<file path="src/rtl/tl_pkg.sv">
// Shared types and constants for the traffic-light lamp monitor.
package tl_pkg;

    typedef enum logic [1:0] {
        ST_INIT    = 2'd0,
        ST_RUN     = 2'd1,
        ST_FAULT   = 2'd2,
        ST_RECOVER = 2'd3
    } state_e;

    localparam logic [2:0] F_NONE      = 3'd0;
    localparam logic [2:0] F_CONFLICT  = 3'd1;
    localparam logic [2:0] F_ASPECT    = 3'd2;
    localparam logic [2:0] F_SHORT_YLW = 3'd3;
    localparam logic [2:0] F_SKIP_YLW  = 3'd4;

    typedef struct packed {
        logic g;
        logic y;
        logic r;
    } aspect_t;

    // Exactly one of G/Y/R lit is the only legal aspect for a direction.
    function automatic logic aspect_legal(aspect_t a);
        return (a == 3'b100) || (a == 3'b010) || (a == 3'b001);
    endfunction

endpackage

</file>
<file path="src/rtl/tl_lamp_monitor_if.sv">
// Controller-side aspects plus operator ACK in, lamp drives and fault status out.
interface tl_lamp_monitor_if;
    logic       GRN1, YLW1, RED1;
    logic       GRN2, YLW2, RED2;
    logic       ACK;
    logic       LAMP_G1, LAMP_Y1, LAMP_R1;
    logic       LAMP_G2, LAMP_Y2, LAMP_R2;
    logic       FAULT;
    logic [2:0] FAULT_CODE;

    // Controller / operator side
    modport master (
        output GRN1, YLW1, RED1, GRN2, YLW2, RED2, ACK,
        input  LAMP_G1, LAMP_Y1, LAMP_R1, LAMP_G2, LAMP_Y2, LAMP_R2, FAULT, FAULT_CODE
    );

    // Monitor side
    modport slave (
        input  GRN1, YLW1, RED1, GRN2, YLW2, RED2, ACK,
        output LAMP_G1, LAMP_Y1, LAMP_R1, LAMP_G2, LAMP_Y2, LAMP_R2, FAULT, FAULT_CODE
    );
endinterface

</file>
<file path="src/rtl/tl_dir_checker.sv">
// Per-direction aspect checks: persistent illegal aspect, short yellow, skipped yellow.
module tl_dir_checker
    import tl_pkg::*;
#(
    parameter int unsigned PERSIST = 2,
    parameter int unsigned MIN_YLW = 3,
    parameter int unsigned CW      = 8
) (
    input  logic    CK,
    input  logic    RN,
    input  aspect_t cur_i,
    input  aspect_t prev_i,
    output logic    aspect_err_o,
    output logic    short_ylw_o,
    output logic    skip_ylw_o
);

    logic [CW-1:0] pcnt_q, pcnt_d;
    logic [CW-1:0] ycnt_q, ycnt_d;
    logic          illegal;

    assign illegal = !aspect_legal(cur_i);

    // pcnt counts earlier consecutive illegal cycles; ycnt counts the yellow run
    // and only clears the cycle after yellow drops, so the red edge still sees it.
    always_comb begin
        pcnt_d = '0;
        ycnt_d = '0;
        if (illegal)
            pcnt_d = (pcnt_q == {CW{1'b1}}) ? pcnt_q : pcnt_q + 1'b1;
        if (cur_i.y)
            ycnt_d = (ycnt_q == {CW{1'b1}}) ? ycnt_q : ycnt_q + 1'b1;
    end

    // Counter state
    always_ff @(posedge CK or negedge RN) begin
        if (!RN) begin
            pcnt_q <= '0;
            ycnt_q <= '0;
        end else begin
            pcnt_q <= pcnt_d;
            ycnt_q <= ycnt_d;
        end
    end

    assign aspect_err_o = illegal && (pcnt_q >= CW'(PERSIST - 1));
    assign short_ylw_o  = cur_i.r && !prev_i.r && prev_i.y && (ycnt_q < CW'(MIN_YLW));
    assign skip_ylw_o   = prev_i.g && cur_i.r && !prev_i.y && !cur_i.y;

endmodule

</file>
<file path="src/rtl/tl_lamp_monitor.sv">
// Lamp monitor: samples controller aspects, checks them, drives lamps, fail-safe flash on fault.
module tl_lamp_monitor
    import tl_pkg::*;
#(
    parameter int unsigned STARTUP_CYC = 8,
    parameter int unsigned PERSIST     = 2,
    parameter int unsigned MIN_YLW     = 3,
    parameter int unsigned FLASH_HALF  = 4,
    parameter int unsigned CW          = 8
) (
    input logic              CK,
    input logic              RN,
    tl_lamp_monitor_if.slave bus
);

    aspect_t       s1_q, s2_q, p1_q, p2_q;
    logic          sack_q;
    state_e        state_q, state_d;
    logic [CW-1:0] cnt_q, cnt_d, fcnt_q, fcnt_d;
    logic          flash_q, flash_d;
    logic [2:0]    code_q, code_d, fault_c;
    aspect_t       lamp1_q, lamp1_d, lamp2_q, lamp2_d;
    logic          aerr1, aerr2, short1, short2, skip1, skip2, conflict;

    // Sample every input each cycle and keep one cycle of history for edge checks
    always_ff @(posedge CK or negedge RN) begin
        if (!RN) begin
            s1_q   <= '0;
            s2_q   <= '0;
            p1_q   <= '0;
            p2_q   <= '0;
            sack_q <= 1'b0;
        end else begin
            s1_q   <= '{g: bus.GRN1, y: bus.YLW1, r: bus.RED1};
            s2_q   <= '{g: bus.GRN2, y: bus.YLW2, r: bus.RED2};
            p1_q   <= s1_q;
            p2_q   <= s2_q;
            sack_q <= bus.ACK;
        end
    end

    tl_dir_checker #(.PERSIST(PERSIST), .MIN_YLW(MIN_YLW), .CW(CW)) u_dir1 (
        .CK(CK), .RN(RN), .cur_i(s1_q), .prev_i(p1_q),
        .aspect_err_o(aerr1), .short_ylw_o(short1), .skip_ylw_o(skip1)
    );

    tl_dir_checker #(.PERSIST(PERSIST), .MIN_YLW(MIN_YLW), .CW(CW)) u_dir2 (
        .CK(CK), .RN(RN), .cur_i(s2_q), .prev_i(p2_q),
        .aspect_err_o(aerr2), .short_ylw_o(short2), .skip_ylw_o(skip2)
    );

    assign conflict = (s1_q.g | s1_q.y) & (s2_q.g | s2_q.y);

    // Highest-priority fault seen this cycle
    always_comb begin
        fault_c = F_NONE;
        if (conflict)                fault_c = F_CONFLICT;
        else if (aerr1 || aerr2)     fault_c = F_ASPECT;
        else if (short1 || short2)   fault_c = F_SHORT_YLW;
        else if (skip1 || skip2)     fault_c = F_SKIP_YLW;
    end

    // State machine, startup/recover counter, flasher and fault-code latch
    always_comb begin
        state_d = state_q;
        cnt_d   = '0;
        fcnt_d  = fcnt_q;
        flash_d = flash_q;
        code_d  = code_q;
        case (state_q)
            ST_INIT: begin
                if (cnt_q >= CW'(STARTUP_CYC - 1)) state_d = ST_RUN;
                else                               cnt_d   = cnt_q + 1'b1;
            end
            ST_RUN: begin
                if (fault_c != F_NONE) begin
                    state_d = ST_FAULT;
                    code_d  = fault_c;
                    flash_d = 1'b1;
                    fcnt_d  = '0;
                end
            end
            ST_FAULT: begin
                if (fcnt_q >= CW'(FLASH_HALF - 1)) begin
                    fcnt_d  = '0;
                    flash_d = ~flash_q;
                end else begin
                    fcnt_d  = fcnt_q + 1'b1;
                end
                if (sack_q && s1_q.r && s2_q.r) state_d = ST_RECOVER;
            end
            ST_RECOVER: begin
                if (cnt_q >= CW'(STARTUP_CYC - 1)) begin
                    state_d = ST_RUN;
                    code_d  = F_NONE;
                end else begin
                    cnt_d = cnt_q + 1'b1;
                end
            end
            default: state_d = ST_INIT;
        endcase
    end

    // Lamp mux keyed on next state so lamps change on the same edge as the state
    always_comb begin
        lamp1_d = '{g: 1'b0, y: 1'b0, r: 1'b1};
        lamp2_d = '{g: 1'b0, y: 1'b0, r: 1'b1};
        case (state_d)
            ST_RUN: begin
                lamp1_d = s1_q;
                lamp2_d = s2_q;
            end
            ST_FAULT: begin
                lamp1_d = '{g: 1'b0, y: 1'b0, r: flash_d};
                lamp2_d = '{g: 1'b0, y: 1'b0, r: flash_d};
            end
            default: ;
        endcase
    end

    // Control and lamp registers
    always_ff @(posedge CK or negedge RN) begin
        if (!RN) begin
            state_q <= ST_INIT;
            cnt_q   <= '0;
            fcnt_q  <= '0;
            flash_q <= 1'b0;
            code_q  <= F_NONE;
            lamp1_q <= '{g: 1'b0, y: 1'b0, r: 1'b1};
            lamp2_q <= '{g: 1'b0, y: 1'b0, r: 1'b1};
        end else begin
            state_q <= state_d;
            cnt_q   <= cnt_d;
            fcnt_q  <= fcnt_d;
            flash_q <= flash_d;
            code_q  <= code_d;
            lamp1_q <= lamp1_d;
            lamp2_q <= lamp2_d;
        end
    end

    assign bus.LAMP_G1    = lamp1_q.g;
    assign bus.LAMP_Y1    = lamp1_q.y;
    assign bus.LAMP_R1    = lamp1_q.r;
    assign bus.LAMP_G2    = lamp2_q.g;
    assign bus.LAMP_Y2    = lamp2_q.y;
    assign bus.LAMP_R2    = lamp2_q.r;
    assign bus.FAULT      = (state_q == ST_FAULT);
    assign bus.FAULT_CODE = code_q;

endmodule
</file>
<file path="src/flat_wrapper.sv">
// flat-port wrapper written by rule: the top's interface ports become plain ports
module tl_lamp_monitor_flat import tl_pkg::*;
#(
    parameter int unsigned STARTUP_CYC = 8,
    parameter int unsigned PERSIST     = 2,
    parameter int unsigned MIN_YLW     = 3,
    parameter int unsigned FLASH_HALF  = 4,
    parameter int unsigned CW          = 8
)
  (CK, RN, bus_GRN1, bus_YLW1, bus_RED1, bus_GRN2, bus_YLW2, bus_RED2, bus_ACK, bus_LAMP_G1, bus_LAMP_Y1, bus_LAMP_R1, bus_LAMP_G2, bus_LAMP_Y2, bus_LAMP_R2, bus_FAULT, bus_FAULT_CODE);
  tl_lamp_monitor_if bus_i ();
  input logic CK;
  input logic RN;
  input wire logic [$bits(bus_i.GRN1)-1:0] bus_GRN1;
  input wire logic [$bits(bus_i.YLW1)-1:0] bus_YLW1;
  input wire logic [$bits(bus_i.RED1)-1:0] bus_RED1;
  input wire logic [$bits(bus_i.GRN2)-1:0] bus_GRN2;
  input wire logic [$bits(bus_i.YLW2)-1:0] bus_YLW2;
  input wire logic [$bits(bus_i.RED2)-1:0] bus_RED2;
  input wire logic [$bits(bus_i.ACK)-1:0] bus_ACK;
  output wire logic [$bits(bus_i.LAMP_G1)-1:0] bus_LAMP_G1;
  output wire logic [$bits(bus_i.LAMP_Y1)-1:0] bus_LAMP_Y1;
  output wire logic [$bits(bus_i.LAMP_R1)-1:0] bus_LAMP_R1;
  output wire logic [$bits(bus_i.LAMP_G2)-1:0] bus_LAMP_G2;
  output wire logic [$bits(bus_i.LAMP_Y2)-1:0] bus_LAMP_Y2;
  output wire logic [$bits(bus_i.LAMP_R2)-1:0] bus_LAMP_R2;
  output wire logic [$bits(bus_i.FAULT)-1:0] bus_FAULT;
  output wire logic [$bits(bus_i.FAULT_CODE)-1:0] bus_FAULT_CODE;
  assign bus_i.GRN1 = bus_GRN1;
  assign bus_i.YLW1 = bus_YLW1;
  assign bus_i.RED1 = bus_RED1;
  assign bus_i.GRN2 = bus_GRN2;
  assign bus_i.YLW2 = bus_YLW2;
  assign bus_i.RED2 = bus_RED2;
  assign bus_i.ACK = bus_ACK;
  assign bus_LAMP_G1 = bus_i.LAMP_G1;
  assign bus_LAMP_Y1 = bus_i.LAMP_Y1;
  assign bus_LAMP_R1 = bus_i.LAMP_R1;
  assign bus_LAMP_G2 = bus_i.LAMP_G2;
  assign bus_LAMP_Y2 = bus_i.LAMP_Y2;
  assign bus_LAMP_R2 = bus_i.LAMP_R2;
  assign bus_FAULT = bus_i.FAULT;
  assign bus_FAULT_CODE = bus_i.FAULT_CODE;
  tl_lamp_monitor #(.STARTUP_CYC(STARTUP_CYC), .PERSIST(PERSIST), .MIN_YLW(MIN_YLW), .FLASH_HALF(FLASH_HALF), .CW(CW)) u_core (.CK(CK), .RN(RN), .bus(bus_i));
endmodule
</file>
<file path="config.mk">
export PLATFORM = sky130hd
export DESIGN_NAME = tl_lamp_monitor_flat
export DESIGN_NICKNAME = d
export VERILOG_FILES = /design/src/rtl/tl_pkg.sv /design/src/rtl/tl_lamp_monitor_if.sv /design/src/rtl/tl_dir_checker.sv /design/src/rtl/tl_lamp_monitor.sv /design/src/flat_wrapper.sv
export SDC_FILE = /design/constraint.sdc
export NUM_CORES = 1
export LEC_CHECK = 0
export ABC_AREA = 1
export CORE_MARGIN = 8
export CORE_UTILIZATION = 39
export DETAILED_ROUTE_END_ITERATION = 6
export MAX_ROUTING_LAYER = met4
export PLACE_DENSITY = 0.55
export SYNTH_ARGS = -nofsm -noshare
export SYNTH_HDL_FRONTEND = slang
export SYNTH_SLANG_ARGS = --single-unit
</file>
<file path="constraint.sdc">
create_clock -name CK -period 2.4 [get_ports CK]
set_input_delay 0.36 -clock CK [delete_from_list [all_inputs] [get_ports CK]]
set_output_delay 0.36 -clock CK [all_outputs]
set_load 0.1 [all_outputs]
</file>
==> impl_metrics.ini <==
[run_status]
status = finished clean

[cts]
cts_tree = built
insertion_delay_ns = 0.34
cts_buffers = 9
h-tree-depth = 3
clk_path_buf_depth = 2
path_clk_slew_ns = 0.07
clkSinkCount = 73
cts_root_buf = clkbuf_8

[die]
dieArea_sq_um = 12600
fp.dieH_um = 112
fp.dieW_um = 112
fp.coreArea_sq_um = 9110
rows = 35
initial_utilization_pct = 39.7
pin_count = 19

[finish]
seqCellArea_sq_um = 1830
layout-drive-gt1-share_pct = 13.0
diodes = 0
design_area_sq_um = 4130
final_cell_mix = inv_1, dfrtp_1, nand2_1, nor2_1, nand3_1
nets = 482
final_common_cell = inv_1
n_fill_cell = 874
syn_to_final_growth_pct = 14.3
multi_input_comb_area_sq_um = 1490

[placed_design]
port_buffers = 18
place_congestion = 0.812
post-dp-hpwl_um = 4980
place_area_sq_um = 3940

[pwr]
pwr-share-seq_pct = 38.3
switching_power_mw = 1.71
p_sw_share_pct = 43.1
powerDensity_nw_per_um2 = 960
power.leakage_nw = 2.04
internal-power_mw = 2.26
clkPwrFrac_pct = 21.1
ir_drop_uv = 465
p_comb_share_pct = 40.6

[worst_setup_path]
crit_path_end_kind = flip-flop
cpPeakStageDelay_ns = 0.42
path_class = reg -> reg
crit_path_start_kind = flip-flop
crit_family = simple AND/OR/NAND/NOR gates
worstPathRequired_ns = 2.67
worstPathArrival_ns = 2.42
crit_buf_inv = 3
cp_slowest_cell = dfrtp_1
cp_max_fo = 5
cp_cell_sequence = ha_1 -> inv_1 -> nand2_1 -> nor2_1 -> nand2_1 -> nand2_4 -> nand2_2 -> nor3_4 -> nand2_2 -> nor2_2 -> inv_2 -> o21ai_4 -> ha_2 -> inv_1 -> nand3_1

[timing]
fmax_mhz = 464
slew_viol_final = 0
timing.final.hold_violations = 0
fin_tns_setup_ns = 0
grt_setup_unrepaired = false
setup_viol = 0
skew_ns = 0.0118
post-route-min-period_ns = 2.15
period_share_pct = 89.7

[synthesis]
syn_avg_cell_area_sq_um = 8.54
yosysUniqueCellTypes = 39
synth-seq-cells = 73
ys_warn_count = 0
synth_edf_count = 0
ys_seq_area_share_pct = 50.6
async_reset_ff_share_pct = 100
ys.flop_type = dfrtp_1
synth_area_sq_um = 3610
synth_cells = 423

[drt]
firstDrtPassIters = 4
drt_wl_total_um = 6680
vias_per_cell = 4.67
drc = 0
wire_per_inst_um = 11.6
final_antenna_net_count = 0
drtIter0Drc = 112
vias = 2681

[flow_run]
cap_violations = 0

[grt]
grt.overflow.total = 0
grt_max_degree = 39
grt_usage_pct = 12.2
grt_pass1_wl_um = 12200
antenna_found_initial = 0
grt_pass1_vias = 2714

[hold_path]
worstHoldPathType = in -> reg
==> per-stage QoR <==
stage,setup slack (ns),cells,power (mW),hold slack [ns],utilization [%]
4_1_cts,0.188,573,4.00,0.425,45.1
5_1_grt,0.0182,574,4.25,0.444,45.3
6_report,0.247,574,3.97,0.450,45.3
3_3_place_gp,0.321,556,3.12,0.352,43.2
3_5_place_dp,0.190,556,3.14,0.353,43.2
2_1_floorplan,0.0743,426,2.78,0.0644,-
==> synthesized netlist by cell type (all sizes together), types with 2 or more instances <==
cell    count  area, sq um
a211oi      5         37.5
a21oi      12         60.1
a22oi       2         15.0
a31oi       4         25.0
dfrtp      71         1780
dfstp       2         52.6
ha         15          188
inv        81          304
nand2      74          313
nand3      31          173
nand3b      2         15.0
nand4       3         25.0
nor2       57          226
nor3       18          111
nor4        3         18.8
o21ai      29          160
xor2        4         35.0
==> final cells by class <==
| cell class | count | area share (%) |
|---|---|---|
| flip-flops and latches | 73 | 44.3 |
| multi-input cells | 270 | 36.0 |
| inverters | 81 | 7.36 |
| repair buffers | 23 | 4.97 |
| clock buffers | 13 | 3.60 |
| well taps | 111 | 3.36 |
| clock inverters | 3 | 0.424 |
==> power groups by stage <==
stage,clock network [mW],logic (mW),registers [mW]
global route,0.928,1.78,1.54
detailed placement,0,1.59,1.54
floorplan,0,0.773,2.01
finish,0.837,1.61,1.52
CTS,0.883,1.60,1.52
global placement,0,1.58,1.54
==> state kept, by name (all words and copies together) (netlist names) <==
name	count
u_core.cnt_q	8
u_core.fcnt_q	8
u_core.u_dir1.pcnt_q	8
u_core.u_dir1.ycnt_q	8
u_core.u_dir2.pcnt_q	8
u_core.u_dir2.ycnt_q	8
u_core.bus.FAULT_CODE	3
u_core.p1_q	3
u_core.p2_q	3
u_core.s1_q	3
u_core.s2_q	3
u_core.state_q	2
u_core.bus.LAMP_G1	1
u_core.bus.LAMP_G2	1
u_core.bus.LAMP_R1	1
u_core.bus.LAMP_R2	1
u_core.bus.LAMP_Y1	1
u_core.bus.LAMP_Y2	1
u_core.flash_q	1
u_core.sack_q	1
==> kinds of logic (layout without fill, tap and decap cells) <==
family / Yosys count / after routing / synth area share, %
AO/OA/AOI/OAI: 57 / 57 / 9.39
adder cells (fa/ha/maj): 15 / 15 / 5.20
flip-flops: 73 / 73 / 50.6
other: 1 / 4 / 0.104
XOR/XNOR: 4 / 4 / 0.970
multiplexers: 1 / 1 / 0.277
AND/OR/NAND/NOR: 189 / 189 / 24.6
buffers and inverters: 83 / 120 / 8.83
==> layer usage <==
metal | GRT usage (%) | part of all wire (%) | up-vias
met3 | 3.33 | 3.1 | 14
met2 | 18.2 | 43 | 28
met4 | 5.22 | 2.0 | 0
met1 | 15.3 | 52 | 1230
met5 | - | 0 | -
li1 | - | - | 1409
==> path summary, 6_finish.rpt <==
check / from / endpoint / slack, ns / cells past startpoint
min reg2reg: u_core.cnt_q[0]$_DFF_PN0_ / u_core.cnt_q[0]$_DFF_PN0_ / 0.48 / 1
min: bus_GRN2 / u_core.s2_q[2]$_DFF_PN0_ / 0.45 / 1
min in group asynchronous: RN / u_core.u_dir2.ycnt_q[5]$_DFFE_PN0P_ / 0.51 / 2
max reg2reg: u_core.u_dir1.pcnt_q[0]$_DFFE_PN0P_ / u_core.bus.LAMP_R2$_DFF_PN1_ / 0.25 / 15
max in group asynchronous: RN / u_core.s1_q[1]$_DFF_PN0_ / 1.32 / 3
max: u_core.u_dir1.pcnt_q[0]$_DFFE_PN0P_ / u_core.bus.LAMP_R2$_DFF_PN1_ / 0.25 / 15
==> what timing repair did <==
item,CTS,global route
resized for setup,0,5
buffers inserted,0,1
endpoints found under the hold margin,33,0
hold buffers,1,0
endpoints found under the setup margin,0,3
No activity file was read; power rests on OpenSTA's default activity.
